$ cat src/rtl/note_sequencer.sv
// note_sequencer: tempo-driven eight-note melody stepper with articulation gate and beat strobe
module note_sequencer #(
  parameter int TEMPO_CNT  = 25000000,
  parameter int TEMPO_BITS = 25,
  parameter int GAP_CNT    = 2500000
) (
  input  logic       clk,
  input  logic       reset,
  input  logic       play,
  input  logic       stop,
  input  logic       step,
  input  logic [1:0] mode,
  output logic [2:0] note_sel,
  output logic       gate,
  output logic       beat,
  output logic       dir
);
  typedef enum logic [1:0] {IDLE, PLAY, PAUSE} state_t;
  localparam logic [TEMPO_BITS-1:0] LAST = TEMPO_BITS'(TEMPO_CNT - 1);
  localparam logic [TEMPO_BITS-1:0] OPEN = TEMPO_BITS'(TEMPO_CNT - GAP_CNT);
  state_t                state_q;
  logic [TEMPO_BITS-1:0] cnt_q;
  logic [2:0]            note_q, note_d;
  logic                  dir_q, dir_d, beat_q, turn, up;
  // ping-pong climbs when dir is up and not at the top, or when down and at the bottom
  always_comb begin
    turn   = dir_q ? (note_q == 3'd0) : (note_q == 3'd7);
    up     = (mode == 2'b01) || ((mode == 2'b11) && (dir_q == turn));
    note_d = (mode == 2'b00) ? note_q : (up ? note_q + 3'd1 : note_q - 3'd1);
    dir_d  = (mode == 2'b00) ? dir_q : !up;
  end
  always_ff @(posedge clk) begin
    if (!reset || stop) begin
      state_q <= IDLE;
      cnt_q   <= '0;
      note_q  <= '0;
      dir_q   <= 1'b0;
      beat_q  <= 1'b0;
    end else begin
      beat_q <= 1'b0;
      case (state_q)
        IDLE: if (play) begin
          state_q <= PLAY;
          cnt_q   <= '0;
          beat_q  <= 1'b1;
        end
        PLAY: if (!play) state_q <= PAUSE;
        else if (cnt_q == LAST) begin
          cnt_q  <= '0;
          note_q <= note_d;
          dir_q  <= dir_d;
          beat_q <= 1'b1;
        end else cnt_q <= cnt_q + TEMPO_BITS'(1);
        PAUSE: if (play) state_q <= PLAY;
        else if (step) begin
          cnt_q  <= '0;
          note_q <= note_d;
          dir_q  <= dir_d;
          beat_q <= 1'b1;
        end
        default: state_q <= IDLE;
      endcase
    end
  end
  assign note_sel = note_q;
  assign dir      = dir_q;
  assign beat     = beat_q;
  assign gate     = (state_q == PLAY) && (cnt_q < OPEN);
endmodule

$ cat config.mk
export PLATFORM = sky130hd
export DESIGN_NAME = note_sequencer
export DESIGN_NICKNAME = d
export VERILOG_FILES = /design/src/rtl/note_sequencer.sv
export SDC_FILE = /design/constraint.sdc
export NUM_CORES = 1
export LEC_CHECK = 0
export BUFFER_PORTS_ARGS = -buffer_cell sky130_fd_sc_hd__buf_2
export CAP_MARGIN = 25
export CELL_PAD_IN_SITES_DETAIL_PLACEMENT = 1
export CELL_PAD_IN_SITES_GLOBAL_PLACEMENT = 1
export CORE_MARGIN = 8
export CORE_UTILIZATION = 32
export CTS_CLUSTER_DIAMETER = 30
export DETAILED_ROUTE_END_ITERATION = 8
export PLACE_DENSITY_LB_ADDON = 0.12
export SYNTH_ARGS = -nofsm -noshare
export SYNTH_HDL_FRONTEND = slang
export SYNTH_SLANG_ARGS = --single-unit
$ cat constraint.sdc
create_clock -name clk -period 2.7 [get_ports clk]
set_input_delay 0.135 -clock clk [delete_from_list [all_inputs] [get_ports clk]]
set_output_delay 0.135 -clock clk [all_outputs]
set_load 0.005 [all_outputs]
; ---- After elaboration in Yosys (flattened, before gate mapping)
; Index checks and enable logic that the tools add are counted.
[classes]
n_mux = 29
add_sub_neg = 3
n_reduce_logical = 15
n_lt_le_gt_ge = 1
n_eq_ne = 14
[op_table]
columns = operator, count
row1 = 2-to-1 mux 25 bit, 5
row2 = case mux 25 bit (3 select lines), 1
row3 = "adder 25 x 1 -> 25 bit, second input constant", 1
row4 = "== test 25 bit, second input constant", 1
row5 = "less-than comparator 25 bit, second input constant", 1
row6 = 2-to-1 mux 3 bit, 6
row7 = "inequality test 2 bit, second input constant", 6
row8 = 2-to-1 mux 1 bit, 11
row9 = AND reduction 5 bit, 2
row10 = case mux 3 bit (2 select lines), 1
row11 = "== test 2 x 1 -> 1 bit, second input constant", 2
row12 = "== test 2 bit, second input constant", 2
row13 = logical NOT 2 bit, 2
row14 = 2-to-1 mux 2 bit, 2
row15 = case mux 2 bit (2 select lines), 1
row16 = "adder 3 x 1 -> 3 bit, second input constant", 1
row17 = "== test 3 bit, second input constant", 1
row18 = logical NOT 3 bit, 1
row19 = case mux 1 bit (3 select lines), 1
row20 = nonzero test 3 bit, 1
row21 = "subtractor 3 x 1 -> 3 bit, second input constant", 1
row22 = logical AND 1 bit, 2
row23 = logical NOT 1 bit, 2
row24 = logical OR 1 bit, 2
row25 = other kinds (6), 6
[word_totals]
input_bits = 7
word_cells = 67
register_bits = 32

; ---- Depth between registers and ports, before layout
; Gate-level depths: netlist of run 1.
[depth]
depth_word = 10
mapped_depth = 9

; ---- Least setup slack after synthesis of run 1
; No wires, ideal clock.
[synth_path]
path_type = register to register
start = register state_q[1]
end = register cnt_q[11]
setup_ns = 0.123
t_required_ns = 2.577
path_stages_with_launch = 10
slack_ns = 0.652
t_arrival_ns = 1.925
path_cell_list = dfxtp_1 > inv_1 > ha_1 > buf_6 > o21ba_1 > a211o_4 > buf_6 > nor4_1 > xnor2_1 > nor2_1
[synth_via]
elab_chain_cells = 3
elab_cells_between_ends = 10
cone_classes = eq/ne (6) / mux (1) / reduce/logical (3)
[synth_rtl]
columns = item, line_no
row1 = start: declaration, 21  ; state_t state_q;
row2 = start signal: assignment, 34  ; state_q <= IDLE;
row3 = start signal: assignment, 43  ; state_q <= PLAY;
row4 = start signal: assignment, 47  ; PLAY: if (!play) state_q <= PAUSE;
row5 = "== test 2 bit, or another cell as far along", 41  ; case (state_q)
row6 = inequality test 2 bit (no line) / nonzero test 3 bit (equally long branches), n/a
row7 = AND reduction 5 bit (no line), n/a
row8 = end signal: assignment, 53  ; end else cnt_q <= cnt_q + TEMPO_BITS'(1);
row9 = end: declaration, 22  ; logic [TEMPO_BITS-1:0] cnt_q;
; Parallel ways exist; a longest one is shown, timed or not.
; A chain may end at the register's enable or synchronous reset.

; ---- Worst setup path after layout of run 1
[layout_path]
start = register state_q[1]
end = register cnt_q[4]
; The elaborated chain is that of the path after synthesis.

==> results of run 1 <==
==> report_power, final <==
| group | switching (uW) | total, uW | internal [uW] |
|---|---|---|---|
| Sequential | 2.09 | 476 | 474 |
| Clock | 187 | 395 | 208 |
| Combinational | 46.1 | 70.8 | 24.7 |
| Total | 235 | 942 | 707 |
==> routing by layer <==
metal | track usage | up-vias | routed length, um
met5 | 0 | - | 0
met4 | 0.0528 | 0 | 98
met3 | 0.0312 | 8 | 144
met2 | 0.200 | 21 | 2400
met1 | 0.156 | 843 | 2580
li1 | - | 863 | -
==> cell families after synthesis <==
| family | Yosys count | share of synthesized area |
|---|---|---|
| DFF | 32 | 0.328 |
| and+or+nand+nor | 101 | 0.299 |
| adders and majority gates | 7 | 0.0486 |
| muxes | 1 | 0.00512 |
| xor gates and xnor gates | 17 | 0.0761 |
| buffers and inverters | 20 | 0.0557 |
| AOI/OAI and AO/OA | 50 | 0.187 |
==> path summary, 6_finish.rpt <==
check	slack, ns	from	endpoint	cells past startpoint
max	0.43	state_q[1]	cnt_q[4]	8
min	0.17	step	beat	3
max reg2reg	0.43	state_q[1]	cnt_q[4]	8
min reg2reg	0.49	cnt_q[1]	cnt_q[1]	2
==> sequential cells by signal, summed over array words and instances (netlist names) <==
name / cells
state_q: 2
cnt_q: 25
note_sel: 3
beat: 1
dir: 1
==> cell type report <==
cell class	instances	area share
tap	75	0.0435
sequential	32	0.297
multi-input combinational	176	0.559
timing repair buffer	16	0.0417
clock buffer	8	0.0417
inverter	10	0.0174
==> layout by cell type, fill, tap and decap left out, drive strengths merged, types with 7 or more instances in the layout <==
| cell | n |
|---|---|
| nor3 | 7 |
| dfxtp | 32 |
| buf | 16 |
| inv | 10 |
| nor4 | 13 |
| clkbuf | 8 |
| xnor2 | 17 |
| nand2 | 11 |
| nor2 | 26 |
| nand3 | 15 |
| o21ai | 10 |
| nand4 | 8 |
| a21oi | 17 |
==> metrics by stage <==
stage	instance area (sq um)	utilization	hold WS (ns)
after global routing	2160	0.365	0.166
after global placement	2070	0.349	0.454
after floorplan	1960	-	0.274
after CTS	2160	0.365	0.160
after detailed placement	2070	0.349	0.474
final	2160	0.365	0.169
==> critical path: stages, from the launching register on <==
cell and delay, ns:
dfxtp_1 0.39, inv_1 0.08, ha_1 0.29, o21ba_1 0.25
a211oi_1 0.35, buf_4 0.20, nor2_1 0.10, a31o_2 0.27
a22o_1 0.23
==> out/qor.txt, run 1 <==
top cell types by occurrence after synthesis: dfxtp_1 (32), nor2_1 (26), xnor2_1 (17)
Synth Net Count: 242
power per standard cell area: 436 mW/mm^2
total number of vias: 1,735
Netlist cell types: 50
root buf cell: clkbuf_8
clk_lat worst skew: 0.29 ns
antenna fix cells: 0
# H-tree levels: 2
total gr overflow: 0
die height: 94.2 um
largest cells by area after synthesis: dfxtp_1 (33%), xnor2_1 (7.6%), nor2_1 (5.0%)
Post-Syn Area: 0.00196 sq mm
total iterations of the first detailed-routing run: 4
Hold Crit Class: primary input to flip-flop
startpoint type of the worst setup path: flip-flop
Storage cell area: 641 sq um
Hold-fix buffers, CTS: 0
post-route ant nets: 0
flop and latch count out of synthesis: 32
Layout Cells excl Fill: 317
core area: 0.00592 sq mm
Critical Path End Type: flip-flop
Worst Path Required: 2.88 ns
# IOs: 13
relative slew slack: 0.544
Rows: 28
setup violators final: 0
ys async rst share: 0
HPWL Detailed: 3730 um
largest net degree at the start of global routing: 24
CTS clk-pin slew, worst paths: 0.07 ns
DR iter-0 viols: 41
Syn. warnings: 0
WL final: 5220 um
Worst Skew: 0.00573 ns
fraction of layout cells with a size suffix above 1: 0.161
LEAKAGE: 0.000673 uW
Yosys top cell area share: 0.328
Filler Cell Count: 708
GRT Util Overall: 0.126
multi-input combinational cell area: 0.00121 sq mm
Main synth FF type: dfxtp_1
Post-synth EDFFs: 0
Final Hold Viols: 0
antenna violations before repair: 0
top-count cell post-synth: dfxtp_1
fin nets: 255
Port Buf Inserts: 12
peak supply drop: 0.156 mV
clk buf depth: 2
area grow syn2layout: 10.4%
status: finished, final reports clean
placed insts: 309
Post-CTS Setup Inserts: 0
CTS tree: yes
Avg Cell Area, Syn: 8.58 sq um
Post-Route Setup TNS: 0 ns
fmax: 441 MHz
die area: 0.00887 sq mm
drt drc: 0
Via-to-Cell Ratio: 5.47
WP data arrival: 2.45 ns
Worst Tran Pin Value: 0.677 ns
CTS sink count: 32
TritonCTS Buffers: 5
Max-Cap Viols: 0
critical path fanouts, max: 10
leading area contributor after synthesis: dfxtp_1
die width: 94.2 um
Total Power: 942 uW
Post-CTS Resized: 0
RSZ-0062 raised after global routing: false
GPL Wtd Cong: 0.758
routed len/inst: 16.5 um
Final Max Slew Viols: 0
post-synthesis sequential area ratio: 0.328
number of global-route vias before repair: 1,755
worst setup margin: 0.435 ns
global-route wire length before repair: 8830 um
pre-CTS setup slack: 0.482 ns
Setup CP Type: flip-flop to flip-flop
number of cells produced by synthesis: 228
fin crit share: 0.839
Initial Utilization: 0.330
Final min period: 2.27 ns
(Power assumes the default switching activity.)
==> run 2, diff against run 1 <==
- clock period: 2.7 -> 2.3 ns (I/O delays scaled with it)
==> run 2 against run 1 <==
Net effect: combinational power rose by 19%; routed wire length fell by 4.5%; critical path type unchanged; fmax rose by 8.5%; sequential cell count did not move; global-route usage fell by 0.59 points; critical path depth fell by 1; sequential share of layout area fell by 0.59 points.
==> out/qor.txt, run 2 (same netlist as run 1, synthesis figures left out) <==
Worst Path Required: 2.47 ns
Critical Path End Type: flip-flop
fin crit share: 0.908
CTS clk-pin slew, worst paths: 0.07 ns
WL final: 4980 um
routed len/inst: 15.5 um
core area: 0.00592 sq mm
relative slew slack: 0.567
total number of vias: 1,766
crit-path cells: inv_1 > ha_1 > o21ba_1 > a211o_4 > nor4b_1 > xnor2_1 > nor2_1
die area: 0.00887 sq mm
drt drc: 0
root buf cell: clkbuf_8
placed insts: 314
largest net degree at the start of global routing: 24
antenna violations before repair: 0
multi-input combinational cell area: 0.00121 sq mm
Rows: 28
Clock Power Share: 0.425
DR iter-0 viols: 52
Final Max Slew Viols: 0
Worst Skew: 0.00732 ns
TritonCTS Buffers: 5
WP buf/inv: 1
Final Hold Viols: 0
WP depth: 7
Total Power: 1120 uW
peak supply drop: 0.286 mV
Filler Cell Count: 715
total iterations of the first detailed-routing run: 4
clk_lat worst skew: 0.28 ns
depth of the most critical reg-to-reg path: 7
critical path fanouts, max: 23
GRT Util Overall: 0.120
Via-to-Cell Ratio: 5.50
# H-tree levels: 2
Layout Cells excl Fill: 321
GPL Wtd Cong: 0.745
global-route wire length before repair: 8500 um
worst setup margin: 0.212 ns
post-route ant nets: 0
sw frac: 0.236
Hold Crit Class: primary input to flip-flop
fin nets: 260
Crit path largest cell delay: 0.45 ns
CTS tree: yes
Hold Path Stages: 3
max reg flops: 25
setup violators final: 0
P_int: 854 uW
Post-CTS Resized: 0
area grow syn2layout: 12.6%
pre-CTS setup slack: 0.206 ns
Storage cell area: 641 sq um
r2r setup slk: 0.21 ns
antenna fix cells: 0
total gr overflow: 0
Largest delay share family, worst path: compound AO/OA/AOI/OAI gates
HPWL Detailed: 3690 um
die height: 94.2 um
most common cell after layout, fill and taps aside: dfxtp_1
Switch Pwr: 264 uW
Setup CP Type: flip-flop to flip-flop
status: finished, final reports clean
most frequent cells in the layout: dfxtp_1 (32), nor2_1 (26), xnor2_1 (17)
fmax: 479 MHz
Biggest register: cnt_q
Worst Tran Pin Value: 0.643 ns
Post-Route Setup TNS: 0 ns
Crit-path slowest cell: a211o_4
Final Util: 0.372
number of global-route vias before repair: 1,749
CTS sink count: 32
RSZ-0062 raised after global routing: false
Port Buf Inserts: 12
clk buf depth: 2
LEAKAGE: 0.000704 uW
power per standard cell area: 508 mW/mm^2
Hold-fix buffers, CTS: 0
combinational power share: 0.075
die width: 94.2 um
Initial Utilization: 0.330
WP data arrival: 2.26 ns
Max-Cap Viols: 0
fraction of layout cells with a size suffix above 1: 0.183
Final min period: 2.09 ns
Reg power frac: 0.500
Post-CTS Setup Inserts: 0
# IOs: 13
startpoint type of the worst setup path: flip-flop
run 2: cell count changes in the layout (fill, tap and decap cells not counted):
cell and change:
clkbuf_1 -2, clkbuf_8 +1, buf_4 +5
run 2: power by group through the flow:
| stage | Clock [uW] | Sequential [uW] | Combinational [uW] |
|---|---|---|---|
| after floorplan | 0 | 572 | 59.6 |
| after global placement | 0 | 572 | 86.0 |
| after detailed placement | 0 | 572 | 85.3 |
| after CTS | 498 | 559 | 85.6 |
| after global routing | 515 | 559 | 95.1 |
| final | 476 | 559 | 83.9 |
run 2: through the flow:
step,instance area [sq um],hold WS (ns)
after floorplan,1960,0.254
after CTS,2200,0.161
after detailed placement,2110,0.462
after global placement,2110,0.456
final,2200,0.164
after global routing,2200,0.180
run 2: final timing paths:
| check | startpoint | end |
|---|---|---|
| worst max register to register | state_q[0] | cnt_q[22] |
| worst min register to register | cnt_q[1] | cnt_q[1] |
| worst max-delay path | state_q[0] | cnt_q[22] |
| worst min-delay path | step | beat |
run 2: tightest hold or removal path, delay by kind of cell:
kind,cells,cell delay [ns]
buffers and inverters,1,0.10
AOI/OAI and AO/OA,1,0.12
and+or+nand+nor,1,0.06
run 2: area by class of cell:
type / count / area share
clock buffer: 7 / 0.0438
inverter: 10 / 0.0170
multi-input combinational: 176 / 0.548
sequential: 32 / 0.291
tap: 75 / 0.0426
timing repair buffer: 21 / 0.0580
run 2: per-layer routing:
metal / vias up / share of wire / GRT usage
met1: 868 / 0.50 / 0.154
met5: - / 0 / 0
met4: 0 / 0.0096 / 0.0396
li1: 875 / - / -
met2: 19 / 0.46 / 0.193
met3: 4 / 0.027 / 0.0256
